File: config.mk
export PLATFORM = sky130hd
export DESIGN_NAME = uart_tx_buffer
export DESIGN_NICKNAME = d
export VERILOG_FILES = /design/src/rtl/uart_pkg.sv /design/src/rtl/uart_byte_fifo.sv /design/src/rtl/uart_tx_buffer.sv
export SDC_FILE = /design/constraint.sdc
export NUM_CORES = 1
export LEC_CHECK = 0
export CELL_PAD_IN_SITES_DETAIL_PLACEMENT = 0
export CELL_PAD_IN_SITES_GLOBAL_PLACEMENT = 2
export CORE_MARGIN = 3
export CORE_UTILIZATION = 25
export CTS_CLUSTER_DIAMETER = 80
export DETAILED_ROUTE_END_ITERATION = 8
export MAX_ROUTING_LAYER = met4
export PLACE_DENSITY = 0.49
export RECOVER_POWER = 50
export SYNTH_ARGS = -nofsm -noshare
export SYNTH_HDL_FRONTEND = slang
export SYNTH_SLANG_ARGS = --single-unit
File: constraint.sdc
create_clock -name sys_clk -period 2.3 [get_ports sys_clk]
set_input_delay 0.46 -clock sys_clk [delete_from_list [all_inputs] [get_ports sys_clk]]
set_output_delay 0.46 -clock sys_clk [all_outputs]
set_load 0.005 [all_outputs]
File: src/rtl/uart_pkg.sv
`default_nettype none
// ============================================================================
// Module   : uart_pkg
// Purpose  : Shared constants for the UART transmit path.
//            Holds the issue FSM state encoding and the byte width.
// Revision : 1.0  initial release
// ============================================================================
package uart_pkg;

    localparam int UART_BYTE_W = 8;

    localparam logic [1:0] IDLE      = 2'd0;
    localparam logic [1:0] ISSUE     = 2'd1;
    localparam logic [1:0] WAIT_DONE = 2'd2;

endpackage
`default_nettype wire

File: src/rtl/uart_byte_fifo.sv
`default_nettype none
// ============================================================================
// Module   : uart_byte_fifo
// Purpose  : Circular byte FIFO with registered level/full/empty.
//            Overflow flag and counter exist only with UART_TX_BUF_OVF_EN.
// Revision : 1.0  initial release
// ============================================================================
module uart_byte_fifo
    import uart_pkg::*;
#(
    parameter int DEPTH_LOG2 = 4
) (
    input  logic                   clk,
    input  logic                   rst,
    input  logic                   wr_en,
    input  logic [UART_BYTE_W-1:0] wr_dat,
    input  logic                   rd_en,
    output logic [UART_BYTE_W-1:0] rd_dat,
    output logic                   full,
    output logic                   empty,
    output logic [DEPTH_LOG2:0]    level
`ifdef UART_TX_BUF_OVF_EN
    ,
    output logic                   ovf,
    output logic [7:0]             ovf_cnt
`endif
);

    localparam int                  DEPTH     = 1 << DEPTH_LOG2;
    localparam logic [DEPTH_LOG2-1:0] c_ptr_one = DEPTH_LOG2'(1);
    localparam logic [DEPTH_LOG2:0]   c_lvl_one = (DEPTH_LOG2 + 1)'(1);
    localparam logic [DEPTH_LOG2:0]   c_depth   = (DEPTH_LOG2 + 1)'(DEPTH);

    logic [UART_BYTE_W-1:0] r_mem [DEPTH];
    logic [DEPTH_LOG2-1:0]  r_wr_ptr;
    logic [DEPTH_LOG2-1:0]  r_rd_ptr;
    logic [DEPTH_LOG2:0]    r_level;
    logic                   r_full;
    logic                   r_empty;

    logic                   w_push;
    logic                   w_pop;
    logic [DEPTH_LOG2:0]    w_level_nxt;

    // A write while full is dropped even if a pop frees a slot this cycle.
    assign w_push = wr_en && !r_full;
    assign w_pop  = rd_en && !r_empty;

    always_comb begin
        w_level_nxt = r_level;
        if (w_push && !w_pop) begin
            w_level_nxt = r_level + c_lvl_one;
        end else if (!w_push && w_pop) begin
            w_level_nxt = r_level - c_lvl_one;
        end
    end

    always_ff @(posedge clk) begin
        if (w_push) begin
            r_mem[r_wr_ptr] <= wr_dat;
        end
    end

    always_ff @(posedge clk) begin
        if (rst) begin
            r_wr_ptr <= '0;
            r_rd_ptr <= '0;
            r_level  <= '0;
            r_full   <= 1'b0;
            r_empty  <= 1'b1;
        end else begin
            if (w_push) begin
                r_wr_ptr <= r_wr_ptr + c_ptr_one;
            end
            if (w_pop) begin
                r_rd_ptr <= r_rd_ptr + c_ptr_one;
            end
            r_level <= w_level_nxt;
            r_full  <= (w_level_nxt == c_depth);
            r_empty <= (w_level_nxt == '0);
        end
    end

    assign rd_dat = r_mem[r_rd_ptr];
    assign full   = r_full;
    assign empty  = r_empty;
    assign level  = r_level;

`ifdef UART_TX_BUF_OVF_EN
    logic       r_ovf;
    logic [7:0] r_ovf_cnt;
    logic       w_drop;

    assign w_drop = wr_en && r_full;

    always_ff @(posedge clk) begin
        if (rst) begin
            r_ovf     <= 1'b0;
            r_ovf_cnt <= 8'h00;
        end else if (w_drop) begin
            r_ovf <= 1'b1;
            if (r_ovf_cnt != 8'hFF) begin
                r_ovf_cnt <= r_ovf_cnt + 8'h01;
            end
        end
    end

    assign ovf     = r_ovf;
    assign ovf_cnt = r_ovf_cnt;
`endif

endmodule
`default_nettype wire

File: src/rtl/uart_tx_buffer.sv
`default_nettype none
// ============================================================================
// Module   : uart_tx_buffer
// Purpose  : Transmit byte FIFO plus issue FSM feeding the UART transceiver.
//            Optional overflow reporting is enabled by UART_TX_BUF_OVF_EN.
// Revision : 1.0  initial release
// ============================================================================
module uart_tx_buffer
    import uart_pkg::*;
#(
    parameter int DEPTH_LOG2 = 4
) (
    input  logic                   sys_clk,
    input  logic                   rst,
    input  logic                   wr_en,
    input  logic [UART_BYTE_W-1:0] wr_dat,
    output logic                   full,
    output logic                   empty,
    output logic [DEPTH_LOG2:0]    level,
    output logic [UART_BYTE_W-1:0] tx_dat,
    output logic                   tx_wr_ev,
    input  logic                   tx_ready,
    input  logic                   tx_done_ev
`ifdef UART_TX_BUF_OVF_EN
    ,
    output logic                   ovf,
    output logic [7:0]             ovf_cnt
`endif
);

    logic [1:0]             r_state;
    logic [1:0]             w_state_nxt;
    logic [UART_BYTE_W-1:0] r_tx_dat;
    logic                   r_tx_wr_ev;
    logic [UART_BYTE_W-1:0] w_head;
    logic                   w_issue;
    logic                   w_pop;

    uart_byte_fifo #(
        .DEPTH_LOG2 (DEPTH_LOG2)
    ) u_fifo (
        .clk     (sys_clk),
        .rst     (rst),
        .wr_en   (wr_en),
        .wr_dat  (wr_dat),
        .rd_en   (w_pop),
        .rd_dat  (w_head),
        .full    (full),
        .empty   (empty),
        .level   (level)
`ifdef UART_TX_BUF_OVF_EN
        ,
        .ovf     (ovf),
        .ovf_cnt (ovf_cnt)
`endif
    );

    assign w_issue = (r_state == IDLE) && !empty && tx_ready;
    // The head is captured on the entry edge and popped during the ISSUE cycle.
    assign w_pop   = (r_state == ISSUE);

    always_comb begin
        w_state_nxt = r_state;
        case (r_state)
            IDLE:      if (w_issue)    w_state_nxt = ISSUE;
            ISSUE:                     w_state_nxt = WAIT_DONE;
            WAIT_DONE: if (tx_done_ev) w_state_nxt = IDLE;
            default:                   w_state_nxt = IDLE;
        endcase
    end

    always_ff @(posedge sys_clk) begin
        if (rst) begin
            r_state    <= IDLE;
            r_tx_dat   <= '0;
            r_tx_wr_ev <= 1'b0;
        end else begin
            r_state    <= w_state_nxt;
            r_tx_wr_ev <= w_issue;
            if (w_issue) begin
                r_tx_dat <= w_head;
            end
        end
    end

    assign tx_dat   = r_tx_dat;
    assign tx_wr_ev = r_tx_wr_ev;

endmodule
`default_nettype wire

# After elaboration in Yosys (flattened, before gate mapping)
# Memories as Yosys holds them, arrays and structs flattened. A register that Yosys moved wholly into a read port is not among the register bits.
# Cells that the tools add are included.
classes:
  n_reduce_logical: 13
  add_sub_neg: 4
  n_eq_ne: 5
  n_mux: 7
op_table:
  columns: ["op", "n"]
  rows:
  - ["5-bit 2-to-1 mux", 2]
  - ["4-bit by 1-bit adder with 4-bit output (second input constant)", 2]
  - ["1-bit logical AND", 6]
  - ["2-bit one-hot mux with 3 select lines", 1]
  - ["5-bit by 1-bit adder with 5-bit output (second input constant)", 1]
  - ["5-bit == test (second input constant)", 1]
  - ["5-bit zero test", 1]
  - ["5-bit by 1-bit subtractor with 5-bit output (second input constant)", 1]
  - ["1-bit zero test", 4]
  - ["2-bit 2-to-1 mux", 2]
  - ["2-bit != test (second input constant)", 2]
  - ["2-bit by 1-bit == test with 1-bit output (second input constant)", 1]
  - ["2-bit == test (second input constant)", 1]
  - ["2-bit zero test", 1]
  - ["1-bit 2-to-1 mux", 2]
  - ["2-bit AND reduction", 1]
totals:
  word_cells: 37
  regBits: 18
  ram_bits: 128
  output_inout_bits: 16
  mem_count: 1
  input_bits: 13
mem_list:
  columns: ["name", "depth", "width", "read_ports", "rd_ports_with_merged_regs", "wr", "line", "text"]
  rows:
  - ["u_fifo.r_mem", 16, 8, 1, 1, 1, "uart_byte_fifo.sv:34", "logic [UART_BYTE_W-1:0] r_mem [DEPTH];"]

# Logic depth before layout (Yosys ltp)
depth:
  depth_word: 7
  mapped_depth: 7

# Hierarchy
# From an unflattened synthesis, not the netlist that was laid out.
hier_totals:
  hier_cells: 340
  area_unflattened_um2: 6307.3
by_module_without_submodules:
  columns: ["module", "cells_per_inst", "instances", "area_each_um2"]
  rows:
  - ["uart_byte_fifo", 296, 1, 5831.8]
  - ["uart_tx_buffer", 44, 1, 475.5]

# Least setup slack after synthesis
# No wires, ideal clock.
synth_path:
  path_kind: "in2reg"
  from: "in wr_en"
  to: "mem u_fifo.r_mem[3][0] (enable)"
  arrival_time_ns: 1.688
  slack_ns: 0.228
  n_path_buf: 1
  t_required_ns: 1.917
  cell_stages: 4
  cell_sequence: "nor2b_1 buf_1 nand2_1 nor3_1"
synth_between:
  elab_chain_cells: 3
synth_rtl:
  columns: ["item", "line", "text"]
  rows:
  - ["start, declared", "uart_tx_buffer.sv:15", "input logic wr_en,"]
  - ["1-bit logical AND", "uart_byte_fifo.sv:46", "assign w_push = wr_en && !r_full;"]
  - ["1-bit 2-to-1 mux", "uart_byte_fifo.sv:59", "if (w_push) begin"]
  - ["1-bit 2-to-1 mux (implied by the code)", "uart_byte_fifo.sv:60", "r_mem[r_wr_ptr] <= wr_dat;"]
  - ["end, declared", "uart_byte_fifo.sv:34", null]
# No other way between the ends.

# Final worst setup path
layout_path:
  from: "in wr_en"
  to: "mem u_fifo.r_mem[12][4] (enable)"
# Same word-level chain as after synthesis.

==> Implementation_results.wiki <==
{| class="wikitable"
! Metric !! Value
|-
| Number of buffers added by the clock tree synthesis step || 17
|-
| Launch point of the critical path || wr_en
|-
| Top cells by area in the synthesized netlist || edfxtp_1, mux4_2, dfxtp_1
|-
| Area added between synthesis and finish || 23.6%
|-
| Xor and xnor area share after synthesis || 1.30%
|-
| Clock Tree Root || clkbuf_16
|-
| Count of port buffers added during placement || 28
|-
| Area after DPL || 6930 um^2
|-
| # diodes || 0
|-
| Final wirelength || 14,300 um
|-
| Wire length of the first global-routing pass || 21,800 um
|-
| Number of antenna violations at the first check in global routing || 0
|-
| Total of warnings raised by yosys || 0
|-
| Combined buffer and inverter count along the critical path || 3
|-
| Crit Path Category || input port to flop
|-
| Number of placed I/O pins || 29
|-
| Nature of the critical path startpoint || input port
|-
| Main combinational cell family by area after synthesis || multiplexers
|-
| Drt via density || 4.34
|-
| TritonCTS clock tree || done
|-
| Part of the power in the clock network || 44.6%
|-
| Net switching power || 1.40 mW
|-
| Leakage component of the power || 2.35 nW
|-
| Multi-input gate area in the final layout || 1630 um^2
|-
| H-tree Lvls || 4
|-
| Horizontal die dimension || 162 um
|-
| Overall die area || 26,200 um^2
|-
| Vertical die dimension || 162 um
|-
| Sequential element share of the synthesized area || 71.8%
|-
| Final cycle utilization of the critical path || 96.3%
|-
| Portion of netlist area occupied by mux cells || 14.5%
|-
| Post-CTS Hold Fix Bufs || 0
|-
| Final worst slack || 0.0849 ns
|-
| Worst-case clock skew || 0.00848 ns
|-
| Initial standard-cell utilization of the core || 25.7%
|-
| Delay-heaviest family, CP || buffers and inverters
|-
| Hold crit path type || flop to flop
|-
| Stages on the worst setup path || 6
|-
| Final sum of negative setup slack || 0 ns
|-
| Post-detailed-placement half-perimeter wirelength || 9750 um
|-
| Maximum number of pins on one net before global-route repair || 21
|-
| WL/cell || 19.5 um
|-
| Max frequency || 0.451 GHz
|-
| Proportion of power drawn by flip-flops and latches || 49.9%
|-
| Number of violations of the max-capacitance limit || 0
|-
| Synthesized-area fraction occupied by adder cells || 1.44%
|-
| Time the final worst path needs with I/O delays and setup || 2.22 ns
|-
| Crit path cell chain || clkdlybuf4s50_1 -> nor2b_1 -> clkbuf_1 -> nand2_1 -> nor2_1 -> buf_4
|-
| Sequential cell area || 4370 um^2
|-
| Via count of the first global-routing pass || 3,361
|-
| Number of nets in the final layout || 419
|-
| Crit-path max FO || 11
|-
| Worst-case vdd ir drop || 0.353 mV
|-
| Top cell type by total area after synthesis || edfxtp_1
|-
| Cell internal pwr || 4.86 mW
|-
| Average instance area after synthesis || 18.0 um^2
|-
| Critical path capture point type || flop
|-
| Number of standard cells after synthesis || 337
|-
| Data required, critical path || 2.43 ns
|-
| Area of the mapped netlist || 6080 um^2
|-
| Total clock sinks || 154
|-
| Share of the synthesized area in compound gates (AO/OA/AOI/OAI) || 3.05%
|-
| Initial DRT Pass Iterations || 4
|-
| Count of flip-flops with a built-in enable after synthesis || 128
|-
| Buffers from clock root to sink, at most || 2
|-
| Min-Delay Path Depth || 2
|-
| Std cell rows || 56
|-
| Fill cell total of the finished layout || 2,321
|-
| Vias || 3,171
|-
| Number of nets in the synthesized netlist || 357
|-
| Count of distinct cell types in the synthesized netlist || 40
|-
| Clock latency reported for the late side of the worst-skew pair || 0.42 ns
|-
| RSZ-0062 raised after global routing || no
|-
| Final Hold Vio Count || 0
|-
| Share of async-settable or async-resettable flops after synthesis || 0%
|-
| DRC violation count after routing || 0
|-
| Area share of the leading cell type in the synthesized netlist || 63.2%
|-
| Reg-to-Reg Start || u_fifo.level[0]
|-
| Number of pins exceeding their max-slew limit in the final report || 0
|-
| Endpoint arrival time on the critical path || 2.35 ns
|-
| Post-CTS sizing || 0
|-
| Fraction of final layout cells with drive strength greater than 1 || 24.5%
|-
| Commonest cells post-synth || edfxtp_1, mux4_2, dfxtp_1
|-
| R2R depth || 7
|-
| Switching share of power || 22.4%
|-
| Worst hold start || tx_dat[7]
|-
| Total track usage || 11.7%
|-
| Number of synthesized register bits || 154
|-
| Most numerous cell in the Yosys netlist || edfxtp_1
|-
| Total grt overflow || 0
|-
| Total of endpoints with negative setup slack in the final report || 0
|-
| Number of DRC markers in iteration 0 || 238
|-
| Result of the run || finished clean
|-
| Post-CTS setup buffers || 0
|-
| Setup slack after placement || 0.0176 ns
|-
| Transition time of the tightest slew-check pin || 0.663 ns
|-
| Ys flop type || edfxtp_1
|-
| Basic-gate share of the synthesized area counting and, or, nand and nor cells || 6.59%
|-
| Relative slew slack || 55.6%
|-
| PD cells || 834 nW/um^2
|-
| Combinational cell fraction of total power || 5.5%
|-
| Clock transition at the registers of the reported paths || 0.06 ns
|-
| Max incr delay on CP || 0.50 ns
|-
| Final ANT Viol Nets || 0
|-
| Critical path's slowest cell || clkdlybuf4s50_1
|-
| Core outline area || 23,700 um^2
|-
| Global placer's final weighted congestion || 0.753
|-
| Post-route design area || 7510 um^2
|}
## worst reg2reg max path: stages (launching register included)
cell      delay [ns]
dfxtp_1         0.36
inv_1           0.09
ha_1            0.22
nor4b_1         0.37
a31oi_1         0.15
a211oi_2        0.29
and2_1          0.17
nor4b_1         0.23
## per-stage QoR
step                      util (%)  std cells  total power, mW  hold WS, ns
after floorplan                  -        337             3.35        0.457
after global placement        29.3        699             3.54        0.464
after detailed placement      29.3        699             3.54        0.462
after CTS                     31.8        731             6.36        0.478
after global routing          31.7        731             6.52        0.508
final                         31.7        731             6.26        0.470
## cell usage in the layout (no fill, tap or decap), drive strengths merged, types with 6 or more instances in the layout
| master | netlist | layout |
|---|---|---|
| nor2 | 22 | 22 |
| dfxtp | 26 | 26 |
| edfxtp | 128 | 128 |
| mux4 | 32 | 32 |
| buf | 7 | 26 |
| clkbuf | 8 | 21 |
| mux2i | 16 | 16 |
| nor3 | 6 | 6 |
| inv | 5 | 12 |
| ha | 7 | 7 |
| clkdlybuf4s50 | 0 | 19 |
| o221ai | 8 | 8 |
| dlygate4sd3 | 0 | 9 |
| nand2 | 23 | 23 |
## power groups by stage
stage	Sequential (mW)	Clock (mW)	Combinational, mW
2_1_floorplan	3.17	0	0.183
3_3_place_gp	3.18	0	0.356
3_5_place_dp	3.18	0	0.358
4_1_cts	3.12	2.88	0.359
5_1_grt	3.13	3.00	0.387
6_report	3.12	2.80	0.345
## final timing paths
kind,end,slack (ns)
setup / recovery,u_fifo.r_mem[12][4],0.08
hold / removal,tx_dat[7],0.47
hold reg to reg,tx_dat[7],0.47
setup reg to reg,u_fifo.full,0.31
## kinds of logic after synthesis
family,Yosys count
AOI/OAI and AO/OA,21
xor gates and xnor gates,9
adders and majority gates,7
buffers and inverters,20
DFF,154
muxes,48
and+or+nand+nor,78
## per-layer routing
layer	track usage, %	wire (um)	vias to the layer above
li1	-	-	1463
met1	15.7	6780	1629
met2	17.8	6670	62
met3	3.06	633	17
met4	3.33	193	0
met5	-	0	-
## registers in the layout, summed over array words and instances (netlist names)
signal / flops
u_fifo.full: 1
tx_dat: 8
u_fifo.empty: 1
tx_wr_ev: 1
u_fifo.r_rd_ptr: 4
r_state: 2
u_fifo.r_wr_ptr: 4
u_fifo.r_mem: 128
u_fifo.level: 5
## final cells by class
cell class | count | area share, %
clock buffers | 17 | 5.66
clock inverters | 15 | 2.18
inverters | 5 | 0.250
multi-input cells | 163 | 21.7
flip-flops and latches | 154 | 58.1
well taps | 319 | 5.31
repair buffers | 58 | 6.73
(Power assumes the default switching activity.)
